### src/rtl/game_tick_sched.sv
// Frame-tick scheduler: hands one VGA frame at a time to the CPU, latches debounced
// jump presses into the next frame, and counts completed and overrun frames.
module game_tick_sched #(
   parameter int unsigned DEBOUNCE_CYCLES = 1000000,
   parameter int unsigned OVR_W           = 8
) (
   input  logic             clock,
   input  logic             reset,
   input  logic             screen_end,
   input  logic             up,
   input  logic             down,
   input  logic             cpu_ack,
   output logic             frame_go,
   output logic             io_jump,
   output logic             io_duck,
   output logic [15:0]      frame_count,
   output logic [OVR_W-1:0] overrun_count,
   output logic             busy
);

   localparam int unsigned CNT_W = 20;
   localparam int unsigned FC_W  = 16;
   localparam logic [CNT_W-1:0] CNT_LAST = CNT_W'(DEBOUNCE_CYCLES - 1);

   typedef enum logic {IDLE, RUN} state_t;

   // index 0 = up, index 1 = down
   logic [1:0]       sync1, sync2, db;
   logic [CNT_W-1:0] cnt [2];
   logic             up_rise_c;

   logic prev_se, armed, tick_q;

   state_t           state, state_nx;
   logic             jump_q, jump_nx;
   logic             pend_q, pend_nx;
   logic [FC_W-1:0]  fc_q, fc_nx;
   logic [OVR_W-1:0] ovr_q, ovr_nx;

   // Synchronizers and debouncers: level accepted after DEBOUNCE_CYCLES differing samples
   always_ff @(posedge clock) begin
      if (!reset) begin
         sync1  <= '0;
         sync2  <= '0;
         db     <= '0;
         cnt[0] <= '0;
         cnt[1] <= '0;
      end else begin
         sync1 <= {down, up};
         sync2 <= sync1;
         for (int i = 0; i < 2; i++) begin
            if (sync2[i] == db[i]) begin
               cnt[i] <= '0;
            end else if (cnt[i] == CNT_LAST) begin
               db[i]  <= sync2[i];
               cnt[i] <= '0;
            end else begin
               cnt[i] <= cnt[i] + CNT_W'(1);
            end
         end
      end
   end

   assign up_rise_c = sync2[0] & ~db[0] & (cnt[0] == CNT_LAST);

   // Tick detect; armed blocks a tick from a screen_end already high out of reset
   always_ff @(posedge clock) begin
      if (!reset) begin
         prev_se <= 1'b0;
         armed   <= 1'b0;
         tick_q  <= 1'b0;
      end else begin
         prev_se <= screen_end;
         armed   <= armed | ~screen_end;
         tick_q  <= screen_end & ~prev_se & armed;
      end
   end

   always_ff @(posedge clock) begin
      if (!reset) begin
         state  <= IDLE;
         jump_q <= 1'b0;
         pend_q <= 1'b0;
         fc_q   <= '0;
         ovr_q  <= '0;
      end else begin
         state  <= state_nx;
         jump_q <= jump_nx;
         pend_q <= pend_nx;
         fc_q   <= fc_nx;
         ovr_q  <= ovr_nx;
      end
   end

   always_comb begin
      state_nx = state;
      jump_nx  = jump_q;
      pend_nx  = pend_q;
      fc_nx    = fc_q;
      ovr_nx   = ovr_q;
      case (state)
         IDLE: begin
            if (tick_q) begin
               state_nx = RUN;
               jump_nx  = pend_q;
               pend_nx  = 1'b0;
            end
         end
         RUN: begin
            if (cpu_ack && tick_q) begin
               fc_nx   = fc_q + FC_W'(1);
               jump_nx = pend_q;
               pend_nx = 1'b0;
            end else if (cpu_ack) begin
               state_nx = IDLE;
               fc_nx    = fc_q + FC_W'(1);
               jump_nx  = 1'b0;
            end else if (tick_q && (ovr_q != '1)) begin
               ovr_nx = ovr_q + OVR_W'(1);
            end
         end
      endcase
      // a press landing on the consuming cycle survives into the next frame
      if (up_rise_c) pend_nx = 1'b1;
   end

   assign frame_go      = (state == RUN);
   assign busy          = frame_go;
   assign io_jump       = jump_q;
   assign io_duck       = db[1];
   assign frame_count   = fc_q;
   assign overrun_count = ovr_q;

endmodule

### config.mk
export PLATFORM = sky130hd
export DESIGN_NAME = game_tick_sched
export DESIGN_NICKNAME = d
export VERILOG_FILES = /design/src/rtl/game_tick_sched.sv
export SDC_FILE = /design/constraint.sdc
export NUM_CORES = 1
export LEC_CHECK = 0
export CAP_MARGIN = 20
export CORE_AREA = 3 3 108 110
export DETAILED_ROUTE_END_ITERATION = 10
export DIE_AREA = 0 0 111 113
export SLEW_MARGIN = 25
export SYNTH_ARGS = -nofsm -noshare
export SYNTH_HDL_FRONTEND = slang
export SYNTH_SLANG_ARGS = --single-unit
### constraint.sdc
create_clock -name clock -period 2.25 [get_ports clock]
set_input_delay 0.45 -clock clock [delete_from_list [all_inputs] [get_ports clock]]
set_output_delay 0.45 -clock clock [all_outputs]
set_load 0.1 [all_outputs]
==> results.md <==
- Antenna diodes: 0
- #FFs+latches synth: 76
- CP startpoint kind: flip-flop
- Final period util: 95.8%
- H-Tree Depth: 3
- Row count: 38
- Relative slew margins: about two thirds
- CP arrival: approximately 2200 ps
- Max Cap Viol: 0
- Syn_area_per_cell: slightly below 10 um2
- Core area: between 10000 and 15000 um2
- Post-CTS Setup Inserts: 0
- Largest net degree at the start of global routing: 21
- DRT Pass-1 Iters: 6
- Antenna-violating nets left: 0
- P_leak: 1.67 nW
- Initial DRC count: 165
- Syn. warnings: 0
- Synth-to-Final Area Change: 21.1%
- Die X: approximately 110 um
- Worst-Skew Late Latency: about 350 ps
- Final Core Density: 42.3%
- Vias per inst: just under 5
- Crit path max fanout: 20
- CP delay by family, top: simple AND/OR/NAND/NOR gates
- Clock slew at reported path FFs: 70 ps
- Worst min path class: flip-flop to flip-flop
- Clock Sinks: 76
- Initial antenna violation count: 0
- GR Util All Layers: 12.0%
- Synth cell types: 46
- Pins Over Slew Limit: 0
- Total power draw: approximately 0.0025 W
- Setup TNS: 0 ps
- Resized Gates After CTS: 0
- Drt wl/cell: 12.2 um
- TritonCTS clock tree: built
- Num ports: 34
- Clk_skew: 17.8 ps
- Post-synth EDFFs: 40
- Gate Count Post-Synth: slightly below 400
- Worst vdd ir: approximately 0.23 mV
- PortBufs: 33
- CTS buffer count: 9
- Pre-CTS setup slack: around 150 ps
- Final hold violations: 0
- DPL Wire Length: ~5400 um
- Fin crit period: 2160 ps
- Post-Syn Area: 3770 um2
- Req. time, crit path: 2330 ps
- Initial core utilization: a little over a third
- Total grt overflow: 0
- First-pass GRT wire length: ~12000 um
- # nets final: between 400 and 500
- CP bufs+invs: 2
- WL final: between 7000 and 8000 um
- Unrepaired setup endpoints after global routing: false
- Max Fclk: between 400 and 500 MHz
- Via Count: between 3000 and 4000
- Final Setup Violations: 0
- Least-Margin Pin Slew: ~500 ps
- Longest Clk Path Bufs: 2
- Pwr dens: about 560 nW/um2
- Clock root buffer: clkbuf_8
- Worst hold slack: between 300 and 400 ps
- GPL Wtd Cong: approximately 0.8
- Cts hold-fix bufs: 0
- Status: finished clean
- Top FF cell, synth: edfxtp_1
- Worst-path cell chain: or3b_2 -> nor4b_1 -> buf_4 -> a211o_1 -> buf_12 -> a21oi_1
- Slowest stage cell, crit path: edfxtp_1
- Critical path's largest stage delay: 470 ps
- Async set-reset flop share out of synthesis: 0%
- Vias in the first global route: 2754
- Setup ws final: approximately 94 ps
- Sequential fraction of the synthesis area: just over 50%
- CP Capture Type: flip-flop
- Layout cells sized above 1: 12.8%
- Die ar.: about 13000 um2
- Kind of critical path: flip-flop to flip-flop
- Die Ht: between 100 and 150 um
- # DRC: 0
[worst reg2reg max path, delay by kind of cell (launching register included)]
family	cells	cell delay [ps]
and+or+nand+nor	2	850
DFF	1	470
buffers and inverters	2	360
AOI/OAI and AO/OA	2	210
[synth_stat cells, drive strengths merged (9+ instances only)]
master | n | area (um2)
a21oi | 25 | 125
and2 | 9 | 56.3
and3 | 10 | 62.6
dfxtp | 36 | 721
edfxtp | 40 | 1200
inv | 19 | 71.3
nand2 | 26 | 97.6
nand3 | 24 | 120
nand4 | 14 | 87.6
nor2 | 43 | 161
o21ai | 10 | 50.1
o31ai | 9 | 67.6
or3 | 11 | 68.8
or4 | 10 | 75.1
xnor2 | 12 | 105
xor2 | 24 | 210
[registers in the layout, indices dropped and copies added (netlist names)]
register	cells
db	2
overrun_count	8
io_jump	1
sync2	2
pend_q	1
cnt	40
frame_count	16
armed	1
prev_se	1
sync1	2
busy	1
tick_q	1
[layout by cell type, fill, tap and decap left out, drive strengths merged, types with 7 or more instances in the layout]
cell,instances
xor2,24
o21ai,10
conb,40
and2,9
nand4,14
nand3,24
o31ai,9
clkbuf,11
buf,42
or3,11
inv,21
nand2,26
or4,10
a21oi,25
and4,7
nor2,43
xnor2,12
dfxtp,36
and3,10
edfxtp,40
[cells by family (layout without fill, tap and decap cells)]
logic type	count (synthesis)	count (layout)	share of synthesized area (%)
AND/OR/NAND/NOR	177	177	25.5
flip-flops	76	76	51.0
AO/OA/AOI/OAI	57	57	9.23
XOR/XNOR	36	36	8.37
buffers and inverters	34	82	3.62
adder cells (fa/ha/maj)	5	5	1.66
multiplexers	2	2	0.531
other	1	40	0.0995
[metrics by stage]
step	std cells	area [um2]
final	615	4560
after global routing	615	4560
after CTS	615	4560
after detailed placement	599	4400
after global placement	599	4400
after floorplan	427	3920
[power by group]
part | total [W] | leakage [nW] | internal (W) | switching [W]
clock network | 0.000886 | 0.0877 | 0.000397 | 0.000489
registers | 0.00153 | 0.705 | 0.00149 | 0.0000352
logic | 0.000120 | 0.875 | 0.0000475 | 0.0000729
total | 0.00254 | 1.67 | 0.00194 | 0.000597
[per-layer routing]
layer	vias to the layer above	track usage, %	routed length (um)
li1	1543	-	-
met1	1437	15.1	3550
met2	37	19.2	3570
met3	9	3.64	265
met4	0	5.09	100
met5	-	0	0
[cell type report]
cell class,instances,area (um2)
clock inverter,5,27.5
timing repair buffer,47,378
sequential,76,1920
multi-input combinational,317,1860
inverter,19,71.3
clock buffer,11,131
fill,1072,6230
tap,140,175
[path summary, 6_finish.rpt]
path                            slack, ps  cells after the start  startpoint          to
worst max-delay path                   90                      6   cnt[0][6]  cnt[0][18]
worst min-delay path                  390                      1     prev_se      tick_q
worst max register to register         90                      6   cnt[0][6]  cnt[0][18]
worst min register to register        390                      1     prev_se      tick_q
Note: power is estimated with default switching activity, not from simulation.
